$ cat src/rtl/narrow_link_responder.sv
// narrow_link_responder: far end of the narrow two-phase serial request/response link.
// A wide request arrives as BW_LINK-bit chunks (LSB chunk first) on the forward link. It is
// reassembled and offered to local logic with valid/ready. The local response is then sent
// back chunk by chunk on the backward link. Each chunk is one two-phase toggle/ack exchange.
//
// Ports:
//   clk, rst      clock, asynchronous active-high reset
//   link_fwd_in   [BW_LINK] fwd phase, [BW_LINK-1:0] chunk data (bundled with the phase)
//   link_bwd_out  [BW_LINK] bwd phase, [BW_LINK-1:0] response chunk data
//   req_valid/req_ready/req_data   reassembled request towards local logic
//   rsp_valid/rsp_ready/rsp_data   local response (rsp_data ignored when BW_RSP = 0)
//   idle          no transaction in progress
//   txn_count     completed-transaction counter, saturating at 16'hFFFF; present only when
//                 NARROW_LINK_RESPONDER_STAT_EN is defined
module narrow_link_responder #(
  parameter int unsigned BW_REQ     = 32,
  parameter int unsigned BW_RSP     = 32,
  parameter int unsigned BW_LINK    = 8,
  parameter int unsigned SYNC_STAGE = 2
) (
  input  logic                                clk,
  input  logic                                rst,
  input  logic [BW_LINK:0]                    link_fwd_in,
  output logic [BW_LINK:0]                    link_bwd_out,
  output logic                                req_valid,
  input  logic                                req_ready,
  output logic [BW_REQ-1:0]                   req_data,
  input  logic                                rsp_valid,
  output logic                                rsp_ready,
  input  logic [(BW_RSP > 0 ? BW_RSP : 1)-1:0] rsp_data,
  output logic                                idle
`ifdef NARROW_LINK_RESPONDER_STAT_EN
  ,
  output logic [15:0]                         txn_count
`endif
);

  localparam int unsigned NReq    = (BW_REQ + BW_LINK - 1) / BW_LINK;
  localparam int unsigned NRsp    = (BW_RSP + BW_LINK - 1) / BW_LINK;
  // Keeps response storage non-empty in the response-less build; those states are unreachable.
  localparam int unsigned NRspEff = (NRsp > 0) ? NRsp : 1;
  localparam int unsigned NMax    = (NReq > NRspEff) ? NReq : NRspEff;
  localparam int unsigned CntW    = (NMax > 1) ? $clog2(NMax) : 1;
  localparam int unsigned RspPadW = NRspEff * BW_LINK;

  localparam logic [CntW-1:0] ReqLast = CntW'(NReq - 1);
  localparam logic [CntW-1:0] RspLast = CntW'(NRspEff - 1);

  typedef enum logic [2:0] {StRx, StIssue, StWaitRsp, StLaunch, StTxWait} state_e;

  state_e               state_q, state_d;
  logic [CntW-1:0]      cnt_q, cnt_d;
  logic                 bwd_phase_q, bwd_phase_d;
  logic [BW_LINK-1:0]   bwd_data_q, bwd_data_d;
  logic [BW_REQ-1:0]    req_q, req_d;
  logic [RspPadW-1:0]   rsp_q, rsp_d;
  logic [SYNC_STAGE-1:0] sync_q;
  logic                 fwd_s;

  // Only the phase bit is synchronized; data is held stable by the sender until acked.
  assign fwd_s = sync_q[SYNC_STAGE-1];

  // State register
  always_ff @(posedge clk or posedge rst) begin
    if (rst) begin
      state_q     <= StRx;
      cnt_q       <= '0;
      bwd_phase_q <= 1'b0;
      bwd_data_q  <= '0;
      req_q       <= '0;
      rsp_q       <= '0;
      sync_q      <= '0;
    end else begin
      state_q     <= state_d;
      cnt_q       <= cnt_d;
      bwd_phase_q <= bwd_phase_d;
      bwd_data_q  <= bwd_data_d;
      req_q       <= req_d;
      rsp_q       <= rsp_d;
      sync_q      <= {sync_q[SYNC_STAGE-2:0], link_fwd_in[BW_LINK]};
    end
  end

  // Next-state logic
  always_comb begin
    state_d     = state_q;
    cnt_d       = cnt_q;
    bwd_phase_d = bwd_phase_q;
    bwd_data_d  = bwd_data_q;
    req_d       = req_q;
    rsp_d       = rsp_q;
    unique case (state_q)
      StRx: begin
        if (fwd_s != bwd_phase_q) begin
          // Bits above BW_REQ in the last chunk have no slot and are dropped.
          for (int i = 0; i < BW_REQ; i++) begin
            if (cnt_q == CntW'(i / BW_LINK)) req_d[i] = link_fwd_in[i % BW_LINK];
          end
          bwd_phase_d = fwd_s;
          if (cnt_q == ReqLast) begin
            state_d = StIssue;
            cnt_d   = '0;
          end else begin
            cnt_d = cnt_q + CntW'(1);
          end
        end
      end
      StIssue: begin
        if (req_ready) state_d = (BW_RSP != 0) ? StWaitRsp : StRx;
      end
      StWaitRsp: begin
        if (rsp_valid) begin
          rsp_d      = RspPadW'(rsp_data);
          bwd_data_d = rsp_d[BW_LINK-1:0];
          state_d    = StLaunch;
        end
      end
      // Data was loaded a cycle earlier, so it is stable before the phase edge.
      StLaunch: begin
        bwd_phase_d = ~bwd_phase_q;
        state_d     = StTxWait;
      end
      StTxWait: begin
        if (fwd_s == bwd_phase_q) begin
          if (cnt_q == RspLast) begin
            state_d = StRx;
            cnt_d   = '0;
          end else begin
            cnt_d      = cnt_q + CntW'(1);
            bwd_data_d = rsp_q[cnt_d*BW_LINK +: BW_LINK];
            state_d    = StLaunch;
          end
        end
      end
      default: state_d = StRx;
    endcase
  end

  // Outputs
  always_comb begin
    req_valid    = (state_q == StIssue);
    rsp_ready    = (state_q == StWaitRsp);
    idle         = (state_q == StRx) && (cnt_q == '0);
    req_data     = req_q;
    link_bwd_out = {bwd_phase_q, bwd_data_q};
  end

`ifdef NARROW_LINK_RESPONDER_STAT_EN
  logic        txn_done;
  logic [15:0] txn_count_q;

  always_comb begin
    txn_done = ((state_q == StIssue) && req_ready && (BW_RSP == 0)) ||
               ((state_q == StTxWait) && (fwd_s == bwd_phase_q) && (cnt_q == RspLast));
  end

  always_ff @(posedge clk or posedge rst) begin
    if (rst) begin
      txn_count_q <= '0;
    end else if (txn_done && (txn_count_q != 16'hFFFF)) begin
      txn_count_q <= txn_count_q + 16'd1;
    end
  end

  assign txn_count = txn_count_q;
`endif

endmodule

$ cat config.mk
export PLATFORM = sky130hd
export DESIGN_NAME = narrow_link_responder
export DESIGN_NICKNAME = d
export VERILOG_FILES = /design/src/rtl/narrow_link_responder.sv
export SDC_FILE = /design/constraint.sdc
export NUM_CORES = 1
export LEC_CHECK = 0
export BUFFER_PORTS_ARGS = -buffer_cell sky130_fd_sc_hd__buf_2
export CAP_MARGIN = 20
export CELL_PAD_IN_SITES_DETAIL_PLACEMENT = 2
export CELL_PAD_IN_SITES_GLOBAL_PLACEMENT = 2
export CORE_ASPECT_RATIO = 0.8
export CORE_MARGIN = 2
export CORE_UTILIZATION = 38
export CTS_CLUSTER_SIZE = 10
export DETAILED_ROUTE_END_ITERATION = 8
export PLACE_DENSITY = 0.93
export SYNTH_ARGS = -nofsm -noshare
export SYNTH_HDL_FRONTEND = slang
export SYNTH_SLANG_ARGS = --single-unit
export TNS_END_PERCENT = 5
$ cat constraint.sdc
create_clock -name clk -period 7 [get_ports clk]
set_clock_uncertainty 0.1 [all_clocks]
set_input_delay 1.4 -clock clk [delete_from_list [all_inputs] [get_ports clk]]
set_output_delay 1.4 -clock clk [all_outputs]
set_load 0.01 [all_outputs]
* Word-level counts from Yosys, hierarchy flattened
Index checks and enable logic that the tools add are counted.
** Storage, ports and cells
- Bits in registers :: 80
- Output and inout bits :: 44
- Word-level logic and storage cells :: 60
** Cells by class
- Equality and inequality tests :: 15
- Bitwise operators :: 1
- Multiplexer cells :: 17
- Add/subtract/negate cells :: 1
- Shifts and indexed selects :: 1
- Reduce and logical (&&, ||, !) cells :: 15
** Operator list (number)
- $shiftx 32x6->8 :: 1
- $mux 8 :: 3
- $pmux 8 s2 :: 1
- $mux 3 :: 5
- $pmux 3 s5 :: 1
- $reduce_and 3->1 :: 5
- $ne 2x2->1 const B :: 5
- $mux 2 :: 4
- $eq 3x2->1 const B :: 2
- $reduce_bool 2->1 :: 3
- $reduce_and 5->1 :: 1
- $eq 2x2->1 const B :: 2
- $pmux 2 s2 :: 1
- $reduce_and 2->1 :: 2
- $reduce_and 4->1 :: 1
- $eq 3x1->1 const B :: 1
- $eq 3x3->1 const B :: 1
- $logic_not 3->1 :: 1
- $add 2x1->2 const B :: 1
- $eq 2x1->1 const B :: 1
- $logic_not 2->1 :: 1
- $ne 2x1->1 const B :: 1
- $pmux 1 s2 :: 1
- $eq 1x1->1 :: 1
- 4 further kinds :: 4

* Logic depth before layout (Yosys ltp)
- Word-level depth :: 5
- Depth in mapped cells :: 7

* Least setup slack after synthesis
OpenSTA, ideal clock, no wires.
- Path kind :: input to register
- Start :: input port rsp_valid
- End :: register rsp_q[0]
- Setup slack :: 4.501 ns
- Arrival time :: 2.275 ns
- Stages on the path :: 4
- Buffers on the path :: 2
- Path through :: and4bb_2 > buf_2 > buf_2 > mux2_2
** Between the ends
- Cells in the longest elaborated chain, start to end :: 1
** Ends and longest elaborated chain
- start: declaration :: RTL line 28 : input logic rsp_valid,
- $reduce_and 2->1 (no line)
- end signal: assignment :: RTL line 79 : rsp_q <= rsp_d;
- end: declaration :: RTL line 56 : logic [RspPadW-1:0] rsp_q, rsp_d;
No other way between the ends.
A chain may end at the register's enable or synchronous reset.

* Worst setup path in the final report
- Start :: register cnt_q[0]
- End :: output port idle
** Between the ends
- Cells in the longest elaborated chain, start to end :: 2
** Ends and longest elaborated chain
- start: declaration :: RTL line 52 : logic [CntW-1:0] cnt_q, cnt_d;
- start signal: assignment :: RTL line 75 : cnt_q <= cnt_d;
- $logic_not 2->1 :: RTL line 143 : idle = (state_q == StRx) && (cnt_q == '0);
- $logic_and 1x1->1 :: RTL line 143
- end: declaration :: RTL line 31 : output logic idle
No other way between the ends.

==> results.md <==
* Die ar. at 9850 sq um
* Yosys cell types at 34
* Fin crit share at 0.477
* Global-route wire length before repair at 14800 um
* Ys Warns at 0
* Run status: finished, final reports clean
* GRT overflow at 0
* Largest family of logic cells by synthesized area: multiplexers
* Final hold slack at 245 ps
* Reg clk slew, reported paths at 70 ps
* Hold_buf cts at 0
* Clock power share at 0.220
* Achievable Freq at 299 MHz
* Compound-Gate Fraction of Synth Area at 0.0396
* Sw Ratio at 0.354
* Setup CP Type: reg2out
* Ys async rst share at 1.00
* Synth Register Bits at 80
* ANT cells at 0
* Synth Area in Adders at 0.0145
* P per Cell Area at 483 nW/um^2
* Total wire length at 9480 um
* Req. time, crit path at 5500 ps
* Routed vias at 2346
* Critical path capture point type: output port
* Final core occ at 0.478
* Multiplexer area fraction after synthesis at 0.264
* GRT Util Overall at 0.199
* Worst Path Arrival at 1840 ps
* Avg WL per Cell at 20.8 um
* Initial core utilization at 0.386
* Core ar. at 8920 sq um
* Synth Cell Area at 3450 sq um
* RSZ-0062 raised after global routing: no
* Slew Limit Fails at 0
* Cell Rows at 31
* GR Layer Usage met2 at 0.385
* # placed instances at 439
* DRT antenna net count at 0
* Final Hold Fails at 0
* Most used DFF post-synth: dfrtp_1
* Leading cell type by number of instances after synthesis: dfrtp_1
* Fin cells at 455
* Drc violations at 0
* Router iterations before antenna repair at 4
* Internal power at 1.33 mW
* Largest net degree at the start of global routing at 81
* Syn_nets at 295
* CTS tree: built
* PortBufs at 88
* Worst min-delay path category: reg2reg
* Initial DRC count at 57
* Placer Congestion at 0.718
* Largest area contributor in the netlist: dfrtp_1
* Clock period minus final worst setup slack at 3340 ps
* Post-synth EDFFs at 0
* Met1 Use GR at 0.226
* Area Overhead vs Synth at 23.7%
* Crit path launch type: flop
* Flop pwr share at 0.399
* Avg Inst Size Synth at 14.0 sq um
* Final setup TNS at 0 ps
* CTS sink count at 80
* Most frequent cells after synthesis: dfrtp_1, mux2_2, nand2_1, nor2_1
* Cell leakage power at 2.00 nW
* Sw power at 0.729 mW
* Max IR drop VDD at 0.163 mV
* Initial antenna violation count at 0
* Worst Tran Pin Value at 1030 ps
* Num CTS Buffers at 9
* Max cap viols at 0
* Register area share after synthesis at 0.581
* Synth area leaders: dfrtp_1, mux2_2, mux4_2
* Post-CTS Setup Inserts at 0
* Top Ports at 89
* Insertion delay to the later sink of the worst-skew pair at 340 ps
* Setup violations, final at 0
* M3 GR Usage at 0.0339
* Post-Synthesis Cells at 246
* Layout cells sized above 1 at 0.544
* Clock root buffer: clkbuf_16
* Die X at 110 um
* Vias in the first global route at 2711
* HPWL after detailed placement at 6540 um
* CTS Buffer Depth at 2
* Vias per inst at 5.16
* CTS resizes at 0
* Post-Synth XOR/XNOR Area at 0.00762
* Pwr Total at 2.06 mW
* Yosys top cell area share at 0.581
* H-Tree Level Count at 3
* Filler Cell Count at 894
* Crit path max fanout at 11
* Gate power share at 0.381
* Final #Nets at 384
* Die height at 89.2 um
* Reg2reg path depth at 5
* Most used routing layer: met2
* Synth Area in Simple Gates at 0.0686
* Slew headroom at 0.316
* Worst hold path depth at 0
critical path: stages (launching register included):
cell     delay [ps]
dfrtp_1         700
inv_1           230
ha_1            250
and2_1          170
buf_2           150
power by group through the flow:
stage | Clock (mW) | Sequential (mW) | Combinational [mW]
finish | 0.453 | 0.821 | 0.784
global route | 0.481 | 0.848 | 0.855
CTS | 0.464 | 0.824 | 0.801
detailed placement | 0 | 0.825 | 0.781
global placement | 0 | 0.799 | 0.729
floorplan | 0 | 0.825 | 0.482
stage by stage:
| step | setup slack [ps] | instance area [sq um] |
|---|---|---|
| final | 3660 | 4260 |
| after global routing | 3510 | 4260 |
| after CTS | 3630 | 4260 |
| after detailed placement | 3740 | 3970 |
| after global placement | 3890 | 3970 |
| after floorplan | 3450 | 3450 |
layout make-up:
class	instances	area, sq um	area share
Sequential cell	80	2000	0.470
Timing Repair Buffer	89	448	0.105
Inverter	5	20.0	0.00470
Clock inverter	6	50.0	0.0117
Clock buffer	10	239	0.0561
Multi-Input combinational cell	150	1360	0.319
Tap cell	115	144	0.0338
path summary, 6_finish.rpt:
path	from	end	slack (ps)
max	cnt_q[0]$_DFFE_PP0P_	idle	3660
min	sync_q[0]$_DFF_PP0_	sync_q[1]$_DFF_PP0_	250
max reg2reg	cnt_q[0]$_DFFE_PP0P_	bwd_data_q[1]$_DFFE_PP0P_	4330
min reg2reg	sync_q[0]$_DFF_PP0_	sync_q[1]$_DFF_PP0_	250
max in group asynchronous	rst	req_data[16]$_DFFE_PP0P_	4860
min in group asynchronous	rst	req_data[20]$_DFFE_PP0P_	1280
state kept, by name, indices dropped and copies added (netlist names):
name         cells
cnt_q            2
sync_q           2
req_data        32
bwd_phase_q      1
rsp_q           32
bwd_data_q       8
state_q          3
cell usage in the layout, fill, tap and decap left out, types with 2 or more instances in the layout:
| cell type | instances |
|---|---|
| nor2_1 | 11 |
| a21oi_1 | 3 |
| and2_1 | 2 |
| inv_1 | 4 |
| mux4_2 | 8 |
| or3_1 | 2 |
| inv_6 | 3 |
| clkbuf_16 | 9 |
| xnor2_1 | 2 |
| mux2_2 | 63 |
| o21ai_0 | 5 |
| ha_1 | 4 |
| nor3_1 | 2 |
| a31oi_1 | 8 |
| clkinvlp_4 | 2 |
| buf_2 | 88 |
| o22ai_1 | 2 |
| nand2_1 | 19 |
| dfrtp_1 | 80 |
| nand2_2 | 4 |
logic make-up after synthesis:
| group | count (synthesis) |
|---|---|
| multiplexers | 73 |
| XOR/XNOR | 3 |
| AND/OR/NAND/NOR | 48 |
| adder cells (fa/ha/maj) | 4 |
| AO/OA/AOI/OAI | 22 |
| buffers and inverters | 16 |
| flip-flops | 80 |
metal layers:
| layer | routed length (um) | up-vias |
|---|---|---|
| li1 | - | 1062 |
| met1 | 3850 | 1222 |
| met2 | 5250 | 48 |
| met3 | 207 | 14 |
| met4 | 161 | 0 |
| met5 | 0 | - |
Power figures use the tool's default switching activity.
